## src/rtl/inst_fetch_queue_pkg.sv

```systemverilog
// inst_fetch_queue_pkg: shared constants, FSM states and queue entry layout for the fetch queue
package inst_fetch_queue_pkg;
  localparam int XLEN = 32;
  localparam logic [6:0] OP_JAL    = 7'b1101111;
  localparam logic [6:0] OP_JALR   = 7'b1100111;
  localparam logic [6:0] OP_BRANCH = 7'b1100011;
  typedef enum logic {RUN, JALR_WAIT} fq_state_e;
  typedef struct packed {
    logic [XLEN-1:0] inst;
    logic [XLEN-1:0] pc;
    logic            pred;
  } fq_entry_t;
endpackage

```

## src/rtl/fetch_fifo.sv

```systemverilog
// fetch_fifo: power-of-two circular buffer with push, pop and flush
module fetch_fifo #(
  parameter int DEPTH = 4,
  parameter int WIDTH = 65,
  localparam int AW = $clog2(DEPTH),
  localparam int CW = AW + 1
) (
  input  logic             i_clk,
  input  logic             i_rst_n,
  input  logic             i_push,
  input  logic             i_pop,
  input  logic             i_flush,
  input  logic [WIDTH-1:0] i_data,
  output logic [WIDTH-1:0] o_data,
  output logic [CW-1:0]    o_count
);
  logic [WIDTH-1:0] r_mem [DEPTH];
  logic [AW-1:0]    r_rd;
  logic [AW-1:0]    r_wr;
  logic [CW-1:0]    r_count;

  // entry storage; contents are only meaningful below the count, so no reset
  always_ff @(posedge i_clk)
    if (i_push && !i_flush) r_mem[r_wr] <= i_data;

  // pointers wrap naturally because DEPTH is a power of two
  always_ff @(posedge i_clk or negedge i_rst_n)
    if (!i_rst_n) begin
      r_rd    <= '0;
      r_wr    <= '0;
      r_count <= '0;
    end else if (i_flush) begin
      r_rd    <= '0;
      r_wr    <= '0;
      r_count <= '0;
    end else begin
      if (i_push) r_wr <= r_wr + 1'b1;
      if (i_pop) r_rd <= r_rd + 1'b1;
      r_count <= r_count + CW'(i_push) - CW'(i_pop);
    end

  assign o_data  = r_mem[r_rd];
  assign o_count = r_count;
endmodule

```

## src/rtl/inst_fetch_queue.sv

```systemverilog
// inst_fetch_queue: single-outstanding instruction fetcher with predecode, branch prediction and an issue queue
module inst_fetch_queue
  import inst_fetch_queue_pkg::*;
#(
  parameter int              FQ_DEPTH = 4,
  parameter logic [XLEN-1:0] RESET_PC = 32'h0
) (
  input  logic            clk_in,
  input  logic            rst_n_in,
  input  logic            rdy_in,
  output logic            inst_req_out,
  output logic [XLEN-1:0] pc_out,
  input  logic            mem_busy_in,
  input  logic            inst_ready_in,
  input  logic [XLEN-1:0] inst_in,
  output logic [XLEN-1:0] pred_addr_out,
  input  logic            pred_taken_in,
  input  logic            clear_in,
  input  logic [XLEN-1:0] clear_pc_in,
  input  logic            stall_end_in,
  input  logic [XLEN-1:0] jalr_addr_in,
  output logic            deq_valid_out,
  input  logic            deq_ready_in,
  output logic [XLEN-1:0] deq_inst_out,
  output logic [XLEN-1:0] deq_pc_out,
  output logic            deq_pred_out,
  output logic            stall_out
);
  localparam int CW = $clog2(FQ_DEPTH) + 1;

  fq_state_e       r_state, w_state_nx;
  logic [XLEN-1:0] r_pc, w_pc_nx;
  logic            r_pending, w_pending_nx;
  logic            r_drop, w_drop_nx;
  logic [CW-1:0]   w_count;
  fq_entry_t       w_entry, w_head;
  logic            w_is_jal, w_is_jalr, w_is_br, w_pred;
  logic [XLEN-1:0] w_imm_j, w_imm_b, w_next_pc;
  logic            w_req, w_accept;

  assign w_is_jal  = inst_in[6:0] == OP_JAL;
  assign w_is_jalr = inst_in[6:0] == OP_JALR;
  assign w_is_br   = inst_in[6:0] == OP_BRANCH;
  assign w_imm_j   = {{12{inst_in[31]}}, inst_in[19:12], inst_in[20], inst_in[30:21], 1'b0};
  assign w_imm_b   = {{20{inst_in[31]}}, inst_in[7], inst_in[30:25], inst_in[11:8], 1'b0};
  assign w_pred    = w_is_jal | (w_is_br & pred_taken_in);
  assign w_next_pc = w_is_jal ? r_pc + w_imm_j : w_pred ? r_pc + w_imm_b : r_pc + XLEN'(4);

  // rst_n_in and rdy_in gate the handshakes so nothing is offered while state cannot move
  assign w_req    = rst_n_in & rdy_in & (r_state == RUN) & ~r_pending & (w_count < CW'(FQ_DEPTH)) &
                    ~mem_busy_in & ~clear_in;
  assign w_accept = r_pending & inst_ready_in & ~r_drop & ~clear_in;

  assign inst_req_out  = w_req;
  assign pc_out        = r_pc;
  assign pred_addr_out = r_pc;
  assign stall_out     = r_state == JALR_WAIT;
  assign deq_valid_out = rdy_in & ~clear_in & (w_count != '0);
  assign deq_inst_out  = w_head.inst;
  assign deq_pc_out    = w_head.pc;
  assign deq_pred_out  = w_head.pred;
  assign w_entry       = '{inst: inst_in, pc: r_pc, pred: w_pred};

  // next state, next pc and outstanding-request bookkeeping; a redirect outranks everything
  always_comb begin
    w_state_nx   = r_state;
    w_pc_nx      = r_pc;
    w_pending_nx = w_req | (r_pending & ~inst_ready_in);
    w_drop_nx    = r_pending & ~inst_ready_in & (r_drop | clear_in);
    if (clear_in) begin
      w_state_nx = RUN;
      w_pc_nx    = clear_pc_in;
    end else if (w_accept) begin
      w_state_nx = w_is_jalr ? JALR_WAIT : RUN;
      w_pc_nx    = w_next_pc;
    end else if (r_state == JALR_WAIT && stall_end_in) begin
      w_state_nx = RUN;
      w_pc_nx    = jalr_addr_in;
    end
  end

  // control registers, frozen while rdy_in is low
  always_ff @(posedge clk_in or negedge rst_n_in)
    if (!rst_n_in) begin
      r_state   <= RUN;
      r_pc      <= RESET_PC;
      r_pending <= 1'b0;
      r_drop    <= 1'b0;
    end else if (rdy_in) begin
      r_state   <= w_state_nx;
      r_pc      <= w_pc_nx;
      r_pending <= w_pending_nx;
      r_drop    <= w_drop_nx;
    end

  fetch_fifo #(.DEPTH(FQ_DEPTH), .WIDTH($bits(fq_entry_t))) u_fifo (
    .i_clk   (clk_in),
    .i_rst_n (rst_n_in),
    .i_push  (rdy_in & w_accept),
    .i_pop   (deq_valid_out & deq_ready_in),
    .i_flush (rdy_in & clear_in),
    .i_data  (w_entry),
    .o_data  (w_head),
    .o_count (w_count)
  );
endmodule

```

## config.mk

```make
export PLATFORM = sky130hd
export DESIGN_NAME = inst_fetch_queue
export DESIGN_NICKNAME = d
export VERILOG_FILES = /design/src/rtl/inst_fetch_queue_pkg.sv /design/src/rtl/fetch_fifo.sv /design/src/rtl/inst_fetch_queue.sv
export SDC_FILE = /design/constraint.sdc
export NUM_CORES = 1
export LEC_CHECK = 0
export CAP_MARGIN = 10
export CORE_MARGIN = 2
export CORE_UTILIZATION = 45
export CTS_CLUSTER_DIAMETER = 100
export DETAILED_ROUTE_END_ITERATION = 16
export PLACE_DENSITY = 0.79
export SETUP_SLACK_MARGIN = 0.1
export SYNTH_ARGS = -nofsm -noshare
export SYNTH_HDL_FRONTEND = slang
export SYNTH_SLANG_ARGS = --single-unit
```

## constraint.sdc

```tcl
create_clock -name clk_in -period 8.1 [get_ports clk_in]
set_input_delay 2.43 -clock clk_in [delete_from_list [all_inputs] [get_ports clk_in]]
set_output_delay 2.43 -clock clk_in [all_outputs]
set_load 0.1 [all_outputs]
```

After elaboration in Yosys (flattened, before gate mapping)
Memory sizes are Yosys's and may differ from the RTL's.
Index checks and enable logic that the tools add are counted.
{"block": "totals", "ff_bits": 42, "ramBits": 260, "in_bits": 105, "out_inout_bits": 132, "elab_cells": 69, "memories": 1}
{"name": "u_fifo.r_mem", "depth": 4, "word_bits": 65, "rd": 1, "rd_clocked_by_memory_dff": 0, "wr": 1, "line": "fetch_fifo.sv:17", "source": "logic [WIDTH-1:0] r_mem [DEPTH];"}
{"block": "classes", "add_sub_neg": 7, "n_lt_le_gt_ge": 1, "eq_ne": 3, "muxes": 16, "bitwise": 26, "n_reduce_logical": 8}
{"op": "32-bit two-way mux", "n": 5}
{"op": "32-bit adder", "n": 2}
{"op": "32-bit by 3-bit adder with 32-bit output, second input constant", "n": 1}
{"op": "7-bit == test, second input constant", "n": 3}
{"op": "1-bit AND", "n": 17}
{"op": "2-bit two-way mux", "n": 4}
{"op": "1-bit two-way mux", "n": 6}
{"op": "1-bit NOT", "n": 6}
{"op": "3-bit nonzero test", "n": 2}
{"op": "2-bit by 1-bit adder with 2-bit output, second input constant", "n": 2}
{"op": "2-bit nonzero test", "n": 2}
{"op": "3-bit by 1-bit adder with 3-bit output", "n": 1}
{"op": "3-bit < comparator, second input constant", "n": 1}
{"op": "3-bit two-way mux", "n": 1}
{"op": "1-bit bitwise OR", "n": 3}
{"op": "3-bit by 1-bit subtractor with 3-bit output", "n": 1}
{"op": "1-bit logical AND", "n": 2}
{"op": "2-bit AND reduction", "n": 1}
{"op": "1-bit logical NOT", "n": 1}

Logic depth before layout (Yosys ltp)
{"block": "logic_depth", "ltp_word": 7, "ltp_mapped": 13, "mapped_depth_nobuf": 12}

Modules after synthesis
A second synthesis with hierarchy kept.
{"block": "hier_totals", "cells_unflattened": 1267, "hier_area_um2": 16020.4}
{"module": "fetch_fifo", "n_inst": 1, "cells_per_inst": 377, "area_each_um2": 9816.9, "seq_area_each_um2": 7982.7}
{"module": "inst_fetch_queue", "n_inst": 1, "cells_per_inst": 890, "area_each_um2": 6203.4, "seq_area_each_um2": 875.8}

Worst setup path before layout
No wires, ideal clock.
{"block": "synth_timing", "path_kind": "input-to-output", "start": "in mem_busy_in", "end": "out inst_req_out", "t_arrival_ns": 5.495, "required_time_ns": 5.670, "setup_slack_ns": 0.175, "stages": 2, "n_path_buf": 0, "path_cell_list": "nand4bb_1 > nor4_1"}
{"block": "synth_via", "elab_chain_cells": 3}
{"item": "start: declaration", "line": "inst_fetch_queue.sv:13", "source": "input logic mem_busy_in,"}
{"item": "1-bit NOT", "line": "inst_fetch_queue.sv:51", "source": "~mem_busy_in & ~clear_in;"}
{"item": "1-bit AND", "line": "inst_fetch_queue.sv:50", "source": "assign w_req = rst_n_in & rdy_in & (r_state == RUN) & ~r_pending & (w_count < CW'(FQ_DEPTH)) &"}
{"item": "1-bit AND", "line": "inst_fetch_queue.sv:51"}
{"item": "end: declaration", "line": "inst_fetch_queue.sv:11", "source": "output logic inst_req_out,"}
Every way passes these cells.

Worst setup path in the final report
{"block": "layout_timing", "start": "in rdy_in", "end": "out inst_req_out"}
{"block": "layout_via", "elab_chain_cells": 6}
{"item": "start: declaration", "line": "inst_fetch_queue.sv:10", "source": "input logic rdy_in,"}
{"item": "1-bit AND (5 in a row)", "line": "inst_fetch_queue.sv:50"}
{"item": "1-bit AND", "line": "inst_fetch_queue.sv:51"}
Every way passes these cells.

==> impl_metrics.toml <==
[run_status]
status = "completed"

[logic_synthesis]
synth_nets = 1417
synth.distinct_cells = 84
async_reset_ff_frac = 0.139
syn_inst = 1259
synth_top_area_cell = "edfxtp_1"
synth_area_per_cell_um2 = 12.7
synth-edff-count = 260
synth_top_area_share = 0.487
ys.flop_type = "edfxtp_1"
netlist_area_um2 = 16000
ys_ff_latch = 302
synth.yosys.warnings = 0
yosysSeqAreaShare = 0.553
synth_area_leaders = "edfxtp_1, mux4_2, dfrtp_1"

[setup_path]
worstPathRequired_ns = 5.67
crit_arrival_ns = 3.91
cp_common_cell = "buf_4"
path_cells = "clkdlybuf4s50_1, buf_4, nand4bb_1, nor4_1, buf_4"
cp.buffers_inverters = 3
path_depth = 5
crit_path_start_kind = "primary input"
worst-setup-path-type = "in2out"
cp-end-kind = "primary output"
crit_fanout = 23
regToRegStartpoint = "pc_out[1]"
r2r_cells = 11
critPathLaunch = "rdy_in"
slowest_stage = "clkdlybuf4s50_1"
critPathTopFamily = "buffers and inverters"
cpPeakStageDelay_ns = 0.45

[placed_design]
place.gp.congestion = 0.963
dp_hpwl_um = 30500
portBuffers = 236
dp_slack_ns = 1.77

[detailed_routing]
drt-total-wl_um = 45000
vias = 11700
post-route-drc-count = 0
drtIter0Drc = 1055
wl_per_cell_um = 23.2
antenna_left = 0
first_pass_iters = 5
avgViaCountPerCell = 6.03

[floorplanning]
rows = 69
initial_core_util = 0.454
dieArea_um2 = 37200
fp.dieW_um = 193
coreArea_um2 = 35300
ios = 237
die_y_um = 193

[clock_network]
clockBufferDepth = 3
cts-buffers-inserted = 35
h-tree-depth = 2
post-cts-setup-buffers = 0
cts_tree = "done"
clkSinkCount = 302
ctsResizeCount = 0
clk_pin_slew_ns = 0.06
clkLatencyLatePin_ns = 0.53
cts_root_buf = "clkbuf_16"
cts_hold_buf = 0

[global_routing]
grt_max_degree = 55
grt_pass1_wl_um = 67700
use_met2 = 0.396
grt.met1_usage = 0.324
grt_use_met3 = 0.0373
gr-usage-all-layers = 0.242
grt.busiest_layer = "met2"
first_global_vias = 11400
grt-ovfl-total = 0
antenna_found_initial = 0

[pwr]
power_per_cell_area_nw_per_um2 = 298
intPower_w = 0.00346
combinationalPowerShare = 0.403
seqPwrFrac = 0.316
p_sw_w = 0.00243
clockPowerShare = 0.280
p_total_w = 0.00589
p_sw_frac = 0.412
ir_worst_vdd_mv = 0.273
p_leak_nw = 6.84

[cells_and_area]
nets = 1610
regArea_um2 = 8870
diodes = 0
fill_cells = 2857
multi_input_area_um2 = 6510
syn_to_final_growth_pct = 23.4
finalCoreUtilization = 0.560
drive_above_1_share = 0.119

[sta]
finalMaxSlewViolations = 0
worstMarginPinSlew_ns = 1.03
slew_headroom = 0.312
finClkSkew_ns = 0.0212
hold_viol = 0
setup_viol = 0
rsz0062_at_grt = "false"
period_share = 0.782
tns_ns = 0
period_needed_ns = 6.34
fin_ws_ns = 1.76
max_freq_ghz = 0.158

[min_path]
hold_class = "reg2reg"
worstHoldPathCells = 1
min_from = "u_fifo.r_wr[0]"

[flow_run]
max-cap-violations = 0
-- final cells by class --
class / count / area share
flip-flops and latches: 302 / 0.448
multi-input cells: 824 / 0.329
repair buffers: 258 / 0.127
clock buffers: 42 / 0.0467
well taps: 461 / 0.0292
clock inverters: 20 / 0.0142
inverters: 31 / 0.00588
-- metrics by stage --
stage                     cells  hold WS, ns  instance area [um2]
after floorplan            1259        0.498                16000
after global placement     1876        0.532                18600
after detailed placement   1876        0.541                18600
after CTS                  1938        0.552                19800
after global routing       1938        0.582                19800
final                      1938        0.557                19800
-- final timing paths --
check,endpoint,slack [ns]
max,inst_req_out,1.76
min,u_fifo.r_wr[0],0.56
max reg2reg,pc_out[29],4.50
min reg2reg,u_fifo.r_wr[0],0.56
max in group asynchronous,u_fifo.r_rd[1],5.57
min in group asynchronous,r_pending,2.05
-- synthesized netlist by cell type (all sizes together) (4+ instances only) --
master   instances
edfxtp         260
a21oi          104
nor2            90
nand2           85
mux4            65
o21ai           62
clkbuf          57
ha              50
buf             45
dfrtp           42
xnor2           33
inv             31
xor2            25
nand4           24
nand3           22
nor3            22
a211oi          19
a21o            19
mux2i           16
a31oi           14
o31ai           14
and3            13
a221oi           9
o211ai           9
and2             8
nor4             8
nand2b           6
o221ai           6
or3              6
a221o            5
nor2b            5
nor3b            5
o21a             5
o21bai           5
o311ai           5
or2              5
a2111oi          4
a21boi           4
nand3b           4
o2111ai          4
-- cell families after synthesis --
group	count (synthesis)	share of synthesized area
and+or+nand+nor	312	0.0947
AOI/OAI and AO/OA	318	0.133
muxes	83	0.103
buffers and inverters	133	0.0428
adders and majority gates	53	0.0428
DFF	302	0.553
xor gates and xnor gates	58	0.0317
-- metal layers --
layer	part of all wire	routed length, um
met3	0.070	3150
met4	0.035	1560
met2	0.48	21500
met1	0.42	18800
met5	0	0
-- layout by cell type, fill, tap and decap left out, types with 31 or more instances in the layout --
cell type	synthesis	final
ha_1	50	50
nand2_1	84	84
nor2_1	89	88
xnor2_1	33	33
clkbuf_16	0	36
dfrtp_1	42	40
clkdlybuf4s50_1	0	232
o21ai_0	58	58
inv_1	31	31
edfxtp_1	260	260
mux4_2	65	65
a21oi_1	102	102
-- state kept, by name (all words and copies together), names as in the netlist --
register        cells
stall_out           1
u_fifo.r_rd         2
r_drop              1
u_fifo.r_mem      260
u_fifo.r_wr         2
r_pending           1
u_fifo.o_count      3
pc_out             32
-- power by group through the flow --
| stage | combinational, W | clock, W | sequential [W] |
|---|---|---|---|
| finish | 0.00238 | 0.00165 | 0.00186 |
| global route | 0.00249 | 0.00174 | 0.00187 |
| CTS | 0.00238 | 0.00168 | 0.00187 |
| detailed placement | 0.00237 | 0 | 0.00190 |
| global placement | 0.00236 | 0 | 0.00189 |
| floorplan | 0.00169 | 0 | 0.00205 |
Note: power is estimated with default switching activity, not from simulation.
